### config.mk
export PLATFORM = sky130hd
export DESIGN_NAME = instr_fetch_unit_flat
export DESIGN_NICKNAME = d
export VERILOG_FILES = /design/src/rtl/instr_fetch_unit_if.sv /design/src/rtl/instr_fetch_unit.sv /design/src/flat_wrapper.sv
export SDC_FILE = /design/constraint.sdc
export NUM_CORES = 1
export LEC_CHECK = 0
export CAP_MARGIN = 10
export CORE_ASPECT_RATIO = 0.5
export CORE_UTILIZATION = 49
export DETAILED_ROUTE_END_ITERATION = 8
export PLACE_DENSITY = 0.73
export SETUP_SLACK_MARGIN = 0.05
export SLEW_MARGIN = 20
export SYNTH_ARGS = -nofsm -noshare
export SYNTH_HDL_FRONTEND = slang
export SYNTH_SLANG_ARGS = --single-unit
### constraint.sdc
create_clock -name clk -period 2.85 [get_ports clk]
set_clock_uncertainty 0.1 [all_clocks]
set_input_delay 0.285 -clock clk [delete_from_list [all_inputs] [get_ports clk]]
set_output_delay 0.285 -clock clk [all_outputs]
set_load 0.02 [all_outputs]
### src/rtl/instr_fetch_unit_if.sv
// Purpose : bundles the instruction-memory read port and the core-facing
//           instruction port of the fetch unit into one interface.
// Ports   : memory side  mem_req/mem_addr (out), mem_ack/mem_rdata (in)
//           core side    instr/instr_pc/instr_valid/fifo_count (out),
//                        instr_take/redirect/redirect_pc/halt (in)
// The master modport is the fetch unit; the slave modport is the
// memory + core environment that answers it.
interface instr_fetch_unit_if #(
  parameter int DEPTH = 4
);
  localparam int CW = $clog2(DEPTH) + 1;

  // Instruction-memory read handshake.
  logic          mem_req;
  logic [31:0]   mem_addr;
  logic          mem_ack;
  logic [31:0]   mem_rdata;

  // Core-facing instruction port.
  logic [31:0]   instr;
  logic [31:0]   instr_pc;
  logic          instr_valid;
  logic          instr_take;

  // Control flow from the core.
  logic          redirect;
  logic [31:0]   redirect_pc;
  logic          halt;

  // Occupancy for debug.
  logic [CW-1:0] fifo_count;

  modport master (
    output mem_req,
    output mem_addr,
    input  mem_ack,
    input  mem_rdata,
    output instr,
    output instr_pc,
    output instr_valid,
    input  instr_take,
    input  redirect,
    input  redirect_pc,
    input  halt,
    output fifo_count
  );

  modport slave (
    input  mem_req,
    input  mem_addr,
    output mem_ack,
    output mem_rdata,
    input  instr,
    input  instr_pc,
    input  instr_valid,
    output instr_take,
    output redirect,
    output redirect_pc,
    output halt,
    input  fifo_count
  );

endinterface

### src/rtl/instr_fetch_unit.sv
// Purpose     : fetch stage; keeps a fetch PC, reads words from instruction
//               memory over req/ack and queues {pc, word} in a prefetch FIFO.
// Latency     : an ack at edge N into an empty FIFO is visible on instr in
//               cycle N+1; mem_req is high straight out of reset.
// Backpressure: no request is issued while the FIFO is full, so an ack always
//               has a free slot; the core drains the head with instr_take.
// Ports       : clk, reset (async, active-high), bus (instr_fetch_unit_if.master)
//               carrying the memory read port, the core instruction port,
//               redirect/halt control and fifo_count.
module instr_fetch_unit #(
  parameter int          DEPTH    = 4,             // power of two, 2..16
  parameter logic [31:0] RESET_PC = 32'h0000_0000, // word aligned
  parameter int          PC_STEP  = 4
) (
  input  logic                clk,
  input  logic                reset,
  instr_fetch_unit_if.master  bus
);

  localparam int PW = $clog2(DEPTH);
  localparam int CW = PW + 1;

  typedef enum logic [1:0] {
    FETCH      = 2'd0,
    WAIT_SPACE = 2'd1,
    HALTED     = 2'd2
  } state_t;

  state_t        state;
  logic [31:0]   fetch_pc;
  logic [PW-1:0] rd_ptr;
  logic [PW-1:0] wr_ptr;
  logic [CW-1:0] count;

  // Entry storage carries no reset: the outputs are gated by instr_valid,
  // so stale contents are never observed.
  logic [31:0]   data_q [DEPTH];
  logic [31:0]   pc_q   [DEPTH];

  logic          push;
  logic          pop;
  logic [CW-1:0] count_next;
  logic          full_next;

  // Redirect wins over everything except reset: an ack or take in the same
  // cycle is dropped, so neither pushes nor pops.
  always_comb begin
    push       = (state == FETCH) && bus.mem_ack && !bus.redirect;
    pop        = bus.instr_take && (count != '0) && !bus.redirect;
    count_next = count;
    if (push && !pop) begin
      count_next = count + CW'(1);
    end else if (!push && pop) begin
      count_next = count - CW'(1);
    end
    full_next  = (count_next == CW'(DEPTH));
  end

  always_ff @(posedge clk) begin
    if (push) begin
      data_q[wr_ptr] <= bus.mem_rdata;
      pc_q[wr_ptr]   <= fetch_pc;
    end
  end

  always_ff @(posedge clk or posedge reset) begin
    if (reset) begin
      state    <= FETCH;
      fetch_pc <= RESET_PC;
      rd_ptr   <= '0;
      wr_ptr   <= '0;
      count    <= '0;
    end else if (bus.redirect) begin
      state    <= FETCH;
      fetch_pc <= {bus.redirect_pc[31:2], 2'b00};
      rd_ptr   <= '0;
      wr_ptr   <= '0;
      count    <= '0;
    end else begin
      count <= count_next;
      // Pointers are PW bits wide, so the power-of-two depth wraps for free.
      if (push) begin
        wr_ptr <= wr_ptr + PW'(1);
      end
      if (pop) begin
        rd_ptr <= rd_ptr + PW'(1);
      end

      case (state)
        FETCH: begin
          // Without an ack the address and request are held; halt only takes
          // effect once the outstanding request completes.
          if (bus.mem_ack) begin
            fetch_pc <= fetch_pc + 32'(PC_STEP);
            if (bus.halt) begin
              state <= HALTED;
            end else if (full_next) begin
              state <= WAIT_SPACE;
            end
          end
        end
        WAIT_SPACE: begin
          if (bus.halt) begin
            state <= HALTED;
          end else if (!full_next) begin
            state <= FETCH;
          end
        end
        HALTED: begin
          // Only a redirect (handled above) or reset restarts fetching.
          state <= HALTED;
        end
        default: begin
          state <= FETCH;
        end
      endcase
    end
  end

  // mem_req is decoded from the state and masked by reset, so it drops
  // asynchronously with reset and rises as soon as reset is released.
  assign bus.mem_req     = (state == FETCH) && !reset;
  assign bus.mem_addr    = fetch_pc;
  assign bus.instr_valid = (count != '0);
  assign bus.instr       = bus.instr_valid ? data_q[rd_ptr] : 32'h0;
  assign bus.instr_pc    = bus.instr_valid ? pc_q[rd_ptr]   : 32'h0;
  assign bus.fifo_count  = count;

endmodule

### src/flat_wrapper.sv
// flat-port wrapper written by rule: the top's interface ports become plain ports
module instr_fetch_unit_flat 
#(
  parameter int          DEPTH    = 4,                                   
  parameter logic [31:0] RESET_PC = 32'h0000_0000,                
  parameter int          PC_STEP  = 4
)
  (clk, reset, bus_mem_req, bus_mem_addr, bus_mem_ack, bus_mem_rdata, bus_instr, bus_instr_pc, bus_instr_valid, bus_instr_take, bus_redirect, bus_redirect_pc, bus_halt, bus_fifo_count);
  instr_fetch_unit_if #(.DEPTH(DEPTH)) bus_i ();
  input  logic clk;
  input  logic reset;
  output wire logic [$bits(bus_i.mem_req)-1:0] bus_mem_req;
  output wire logic [$bits(bus_i.mem_addr)-1:0] bus_mem_addr;
  input wire logic [$bits(bus_i.mem_ack)-1:0] bus_mem_ack;
  input wire logic [$bits(bus_i.mem_rdata)-1:0] bus_mem_rdata;
  output wire logic [$bits(bus_i.instr)-1:0] bus_instr;
  output wire logic [$bits(bus_i.instr_pc)-1:0] bus_instr_pc;
  output wire logic [$bits(bus_i.instr_valid)-1:0] bus_instr_valid;
  input wire logic [$bits(bus_i.instr_take)-1:0] bus_instr_take;
  input wire logic [$bits(bus_i.redirect)-1:0] bus_redirect;
  input wire logic [$bits(bus_i.redirect_pc)-1:0] bus_redirect_pc;
  input wire logic [$bits(bus_i.halt)-1:0] bus_halt;
  output wire logic [$bits(bus_i.fifo_count)-1:0] bus_fifo_count;
  assign bus_mem_req = bus_i.mem_req;
  assign bus_mem_addr = bus_i.mem_addr;
  assign bus_i.mem_ack = bus_mem_ack;
  assign bus_i.mem_rdata = bus_mem_rdata;
  assign bus_instr = bus_i.instr;
  assign bus_instr_pc = bus_i.instr_pc;
  assign bus_instr_valid = bus_i.instr_valid;
  assign bus_i.instr_take = bus_instr_take;
  assign bus_i.redirect = bus_redirect;
  assign bus_i.redirect_pc = bus_redirect_pc;
  assign bus_i.halt = bus_halt;
  assign bus_fifo_count = bus_i.fifo_count;
  instr_fetch_unit #(.DEPTH(DEPTH), .RESET_PC(RESET_PC), .PC_STEP(PC_STEP)) u_core (.clk(clk), .reset(reset), .bus(bus_i));
endmodule
# Word-level counts from Yosys, hierarchy flattened
# Memory sizes are Yosys's and may differ from the RTL's.
# Index checks and enable logic that the tools add are counted.
op_classes:
  n_eq_ne: 6
  add_sub_neg: 5
  n_mux: 21
  reduce_logical: 19
op_table:
  columns: ["operator", "count"]
  rows:
  - ["32-bit two-way mux", 5]
  - ["32-bit by 3-bit adder with 32-bit output (second input constant)", 1]
  - ["2-bit two-way mux", 10]
  - ["3-bit two-way mux", 3]
  - ["2-bit nonzero test", 4]
  - ["1-bit logical AND", 7]
  - ["2-bit case mux with 3 select lines", 1]
  - ["2-bit by 1-bit adder with 2-bit output (second input constant)", 2]
  - ["1-bit zero test", 4]
  - ["4-bit by 3-bit != test with 1-bit output (second input constant)", 1]
  - ["4-bit != test (second input constant)", 1]
  - ["3-bit by 1-bit adder with 3-bit output (second input constant)", 1]
  - ["3-bit == test (second input constant)", 1]
  - ["3-bit != test (second input constant)", 1]
  - ["3-bit AND reduction", 1]
  - ["3-bit nonzero test", 1]
  - ["3-bit by 1-bit subtractor with 3-bit output (second input constant)", 1]
  - ["2-bit by 1-bit == test with 1-bit output (second input constant)", 1]
  - ["2-bit == test (second input constant)", 1]
  - ["2-bit zero test", 1]
  - ["1-bit two-way mux", 2]
  - ["2-bit AND reduction", 1]
word_totals:
  output_inout_bits: 101
  ramBits: 256
  memories: 2
  regBits: 41
  elab_cells: 58
memory_table:
  columns: ["name", "words", "width", "rd", "rd_ports_with_merged_regs", "write_ports", "line_no", "rtl"]
  rows:
  - ["u_core.data_q", 4, 32, 1, 0, 1, "instr_fetch_unit.sv:37", "logic [31:0] data_q [DEPTH];"]
  - ["u_core.pc_q", 4, 32, 1, 0, 1, "instr_fetch_unit.sv:38", "logic [31:0] pc_q [DEPTH];"]

# Longest topological paths before layout
depth:
  depth_word: 13
  mapped_depth: 9
  ltp_nobuf: 8

# Worst setup path after synthesis
# OpenSTA, ideal clock, no wires.
synth_timing:
  path_type: "register to register"
  start: "register u_core.state[0]"
  end: "memory u_core.data_q[0][0] (enable)"
  synth_period_minus_slack_ns: 3.080
  arrival_time_ns: 2.553
  required_ns: 2.323
  path_stages_with_launch: 5
  setup_slack_ns: -0.230
  path_cell_list: "dfrtp_1 -> or3b_1 -> buf_6 -> nor2_1 -> and2_1"
synth_via:
  elab_chain_len: 5
synth_lines:
  columns: ["element", "line_no", "rtl"]
  rows:
  - ["start, declared", "instr_fetch_unit.sv:29", "state_t state;"]
  - ["start signal, assigned", "instr_fetch_unit.sv:68", "state <= FETCH;"]
  - ["start signal, assigned", "instr_fetch_unit.sv:74", "state <= FETCH;"]
  - ["start signal, assigned", "instr_fetch_unit.sv:96", "state <= HALTED;"]
  - ["2-bit zero test", "instr_fetch_unit.sv:48", "push = (state == FETCH) && bus.mem_ack && !bus.redirect;"]
  - ["1-bit logical AND (2 in series)", "instr_fetch_unit.sv:48", null]
  - ["1-bit two-way mux", "instr_fetch_unit.sv:60", "if (push) begin"]
  - ["1-bit two-way mux (implied by the code)", "instr_fetch_unit.sv:61", "data_q[wr_ptr] <= bus.mem_rdata;"]
  - ["end, declared", "instr_fetch_unit.sv:37", null]
# Every way passes these cells.

# Worst setup path in the final report
layout_timing:
  start: "register u_core.rd_ptr[0]"
  end: "output bus_instr[21]"
layout_via:
  elab_chain_len: 2
layout_lines:
  columns: ["element", "line_no", "rtl"]
  rows:
  - ["start, declared", "instr_fetch_unit.sv:31", "logic [PW-1:0] rd_ptr;"]
  - ["start signal, assigned", "instr_fetch_unit.sv:86", "rd_ptr <= rd_ptr + PW'(1);"]
  - ["memory read 4 x 32 bit", null, null]
  - ["32-bit two-way mux", "instr_fetch_unit.sv:125", "assign bus.instr = bus.instr_valid ? data_q[rd_ptr] : 32'h0;"]
  - ["end, declared", "flat_wrapper.sv:16", "output wire logic [$bits(bus_i.instr)-1:0] bus_instr;"]
# Every way passes these cells.

==> flow_metrics.tcl <==
set metrics [dict create \
    rsz0062_at_grt "yes" \
    p_clk_share_pct 32.8 \
    synthDistinctLibCells 37 \
    r2r-start "u_core.bus.fifo_count[0]" \
    dpl.hpwl_mm 15.7 \
    root_buffer "clkbuf_16" \
    layout_common_cells "248 x edfxtp_1, 100 x clkdlybuf4s50_1, 62 x mux4_2, 62 x and2_1, 61 x dlygate4sd2_1" \
    slew_violations 0 \
    clock_latency_ps 530 \
    crit_type "flip-flop to primary output" \
    seqCellArea_sq_mm 0.00843 \
    max_stage_delay_ps 520 \
    synth_edf_count 248 \
    synthDominantCellAreaShare_pct 64.0 \
    clockBufferDepth 3 \
    fin_nets 927 \
    synth_area_leaders "edfxtp_1 64%, mux4_2 12%, dfrtp_1 8.4%" \
    place_area_sq_mm 0.0140 \
    synth_area_sq_mm 0.0116 \
    min-delay-path-class "primary input to asynchronous set/reset pin" \
    grt_pass1_wl_mm 37.3 \
    drt_iter0_drc 434 \
    end_kind "primary output" \
    clkTransAtPathRegs_ps 70 \
    hold_violations 0 \
    syn_to_final_growth_pct 27.1 \
    start_kind "flip-flop" \
    timing.fmax_mhz 366 \
    drcViolationCount 8 \
    grt_remaining_overflow 0 \
    comb_power_share_pct 18.7 \
    path_cells "buf_12, buf_12, mux4_2, and2_1, dlygate4sd2_1" \
    mostFrequentLayoutCell "edfxtp_1" \
    synthFlopType "edfxtp_1" \
    cts_made_buffers 25 \
    fin_area_sq_mm 0.0148 \
    rows 39 \
    vias_per_cell 5.42 \
    grt_pass1_vias 6754 \
    timing.final.crit_share_pct 95.8 \
    antenna_found_initial 2 \
    holdBufCountCts 0 \
    cts_tree "done" \
    p_switching_mw 2.55 \
    clock-sinks 287 \
    crit_arrival_ps 2350 \
    place.gp.congestion 0.783 \
    cp_max_fo 14 \
    slew_headroom_pct 59.5 \
    wl_per_cell_um 20.4 \
    multi_input_area_sq_mm 0.00304 \
    crit_required_ps 2470 \
    die-area_sq_mm 0.0244 \
    avgSynthCellArea_sq_um 17.9 \
    die_x_um 220 \
    core_area_sq_mm 0.0230 \
    worst_pin_slew_ps 607 \
    synth_seq_cells 287 \
    num_vias 6358 \
    io_buffers 164 \
    intPower_mw 7.56 \
    dieHeight_um 111 \
    async_flop_share_pct 13.6 \
    max-cap-violations 0 \
    yosysWarnings 0 \
    ir_drop_v 0.000453 \
    crit_top_cell "buf_12" \
    n_fill_cell 1636 \
    startpoint "u_core.rd_ptr[0]" \
    io_pins 171 \
    drive_gt1_share_pct 18.1 \
    layout_min_cycle_time_ps 2730 \
    synthCells 650 \
    swShare_pct 25.2 \
    gr-usage-all-layers_pct 20.3 \
    ys_seq_area_share_pct 72.4 \
    finalSetupTns_ps 0 \
    power_leakage_nw 5.22 \
    wirelength_mm 23.9 \
    status "complete, but fails checks" \
    powerDensity_mw_per_mm2 683 \
    synth_top_cell_by_area "edfxtp_1" \
    finalSetupViolations 0 \
    grt_max_degree 41 \
    reg2regPathDepth 9 \
    failed_checks "DRC" \
    slowest_stage "mux4_2" \
    start_util_pct 50.5 \
    cts_htree_levels 1 \
    ant_nets 0 \
    first_pass_iters 6 \
    seqPwrFrac_pct 48.5 \
]
cells by family after synthesis:
logic type,Yosys count,synth area share (%)
other,1,0.0322
muxes,66,12.4
buffers and inverters,46,1.74
adders and majority gates,8,0.860
DFF,287,72.4
AOI/OAI and AO/OA,40,1.84
and+or+nand+nor,169,8.28
xor gates and xnor gates,33,2.48
power groups by stage:
stage | Sequential [mW] | Clock [mW] | Combinational, mW
6_report | 4.90 | 3.32 | 1.88
5_1_grt | 4.92 | 3.54 | 2.02
4_1_cts | 4.90 | 3.38 | 1.91
3_5_place_dp | 5.02 | 0 | 1.99
3_3_place_gp | 5.00 | 0 | 1.97
2_1_floorplan | 4.99 | 0 | 1.05
layer usage:
layer | share of wire (%) | GRT usage, % | vias up
met1 | 44 | 28.1 | 3267
met3 | 4.4 | 3.46 | 39
met4 | 2.0 | 4.92 | 0
met5 | 0 | 0 | -
met2 | 50 | 33.7 | 154
li1 | - | - | 2898
metrics by stage:
stage	cells	total power [mW]	utilization, %	hold WS, ps	setup slack (ps)
floorplan	653	6.05	-	284	447
global placement	1125	6.98	60.8	463	288
detailed placement	1125	7.01	60.8	471	263
CTS	1171	10.2	64.1	136	93.5
global route	1173	10.5	64.2	134	42.7
finish	1173	10.1	64.2	79.8	119
timing repair:
action | 4_1_cts | 5_1_grt
resized for setup | 66 | 3
buffers inserted | 4 | 0
endpoints found under the setup margin | 63 | 2
state kept, by name, summed over array words and instances, names as in the netlist:
name	cells
u_core.pc_q	120
u_core.data_q	128
u_core.bus.fifo_count	3
u_core.state	2
u_core.rd_ptr	2
u_core.wr_ptr	2
u_core.bus.mem_addr	30
worst max-delay path, delay by kind of cell (launching register included):
kind	cells	cell delay [ps]
buf+inv	3	670
flops	1	440
mux	1	520
simple gates	1	180
synth_stat cells, types with 2 or more instances:
cell and instances:
a21oi_1 5, a22oi_1 2, and2_1 66, and3_1 5, buf_1 2, buf_2 6
buf_4 4, clkbuf_1 22, dfrtp_1 39, edfxtp_1 248, ha_1 8, inv_1 11
mux2_2 3, mux4_2 62, nand2_1 40, nand3_1 13, nand4_1 11, nor2_1 12
nor2b_1 3, nor3_1 7, nor3b_1 2, nor4_1 3, nor4_4 2, o21ai_0 23
o21ai_1 8, xnor2_1 14, xor2_1 19
cell type report:
cell class | count | area share (%)
diodes | 2 | 0.0338
multi-input cells | 320 | 20.6
clock buffers | 36 | 4.78
clock inverters | 6 | 0.533
repair buffers | 204 | 14.2
inverters | 11 | 0.279
flip-flops and latches | 287 | 57.0
well taps | 307 | 2.60
worst paths after layout:
path | endpoint | slack, ps
setup reg to reg | u_core.state[0] | 570
max in group asynchronous | u_core.bus.mem_addr[30] | 1950
setup / recovery | bus_instr[21] | 120
hold / removal | u_core.state[1] | 80
hold reg to reg | u_core.wr_ptr[1] | 490
min in group clk | u_core.state[1] | 170
Note: power is estimated with default switching activity, not from simulation.
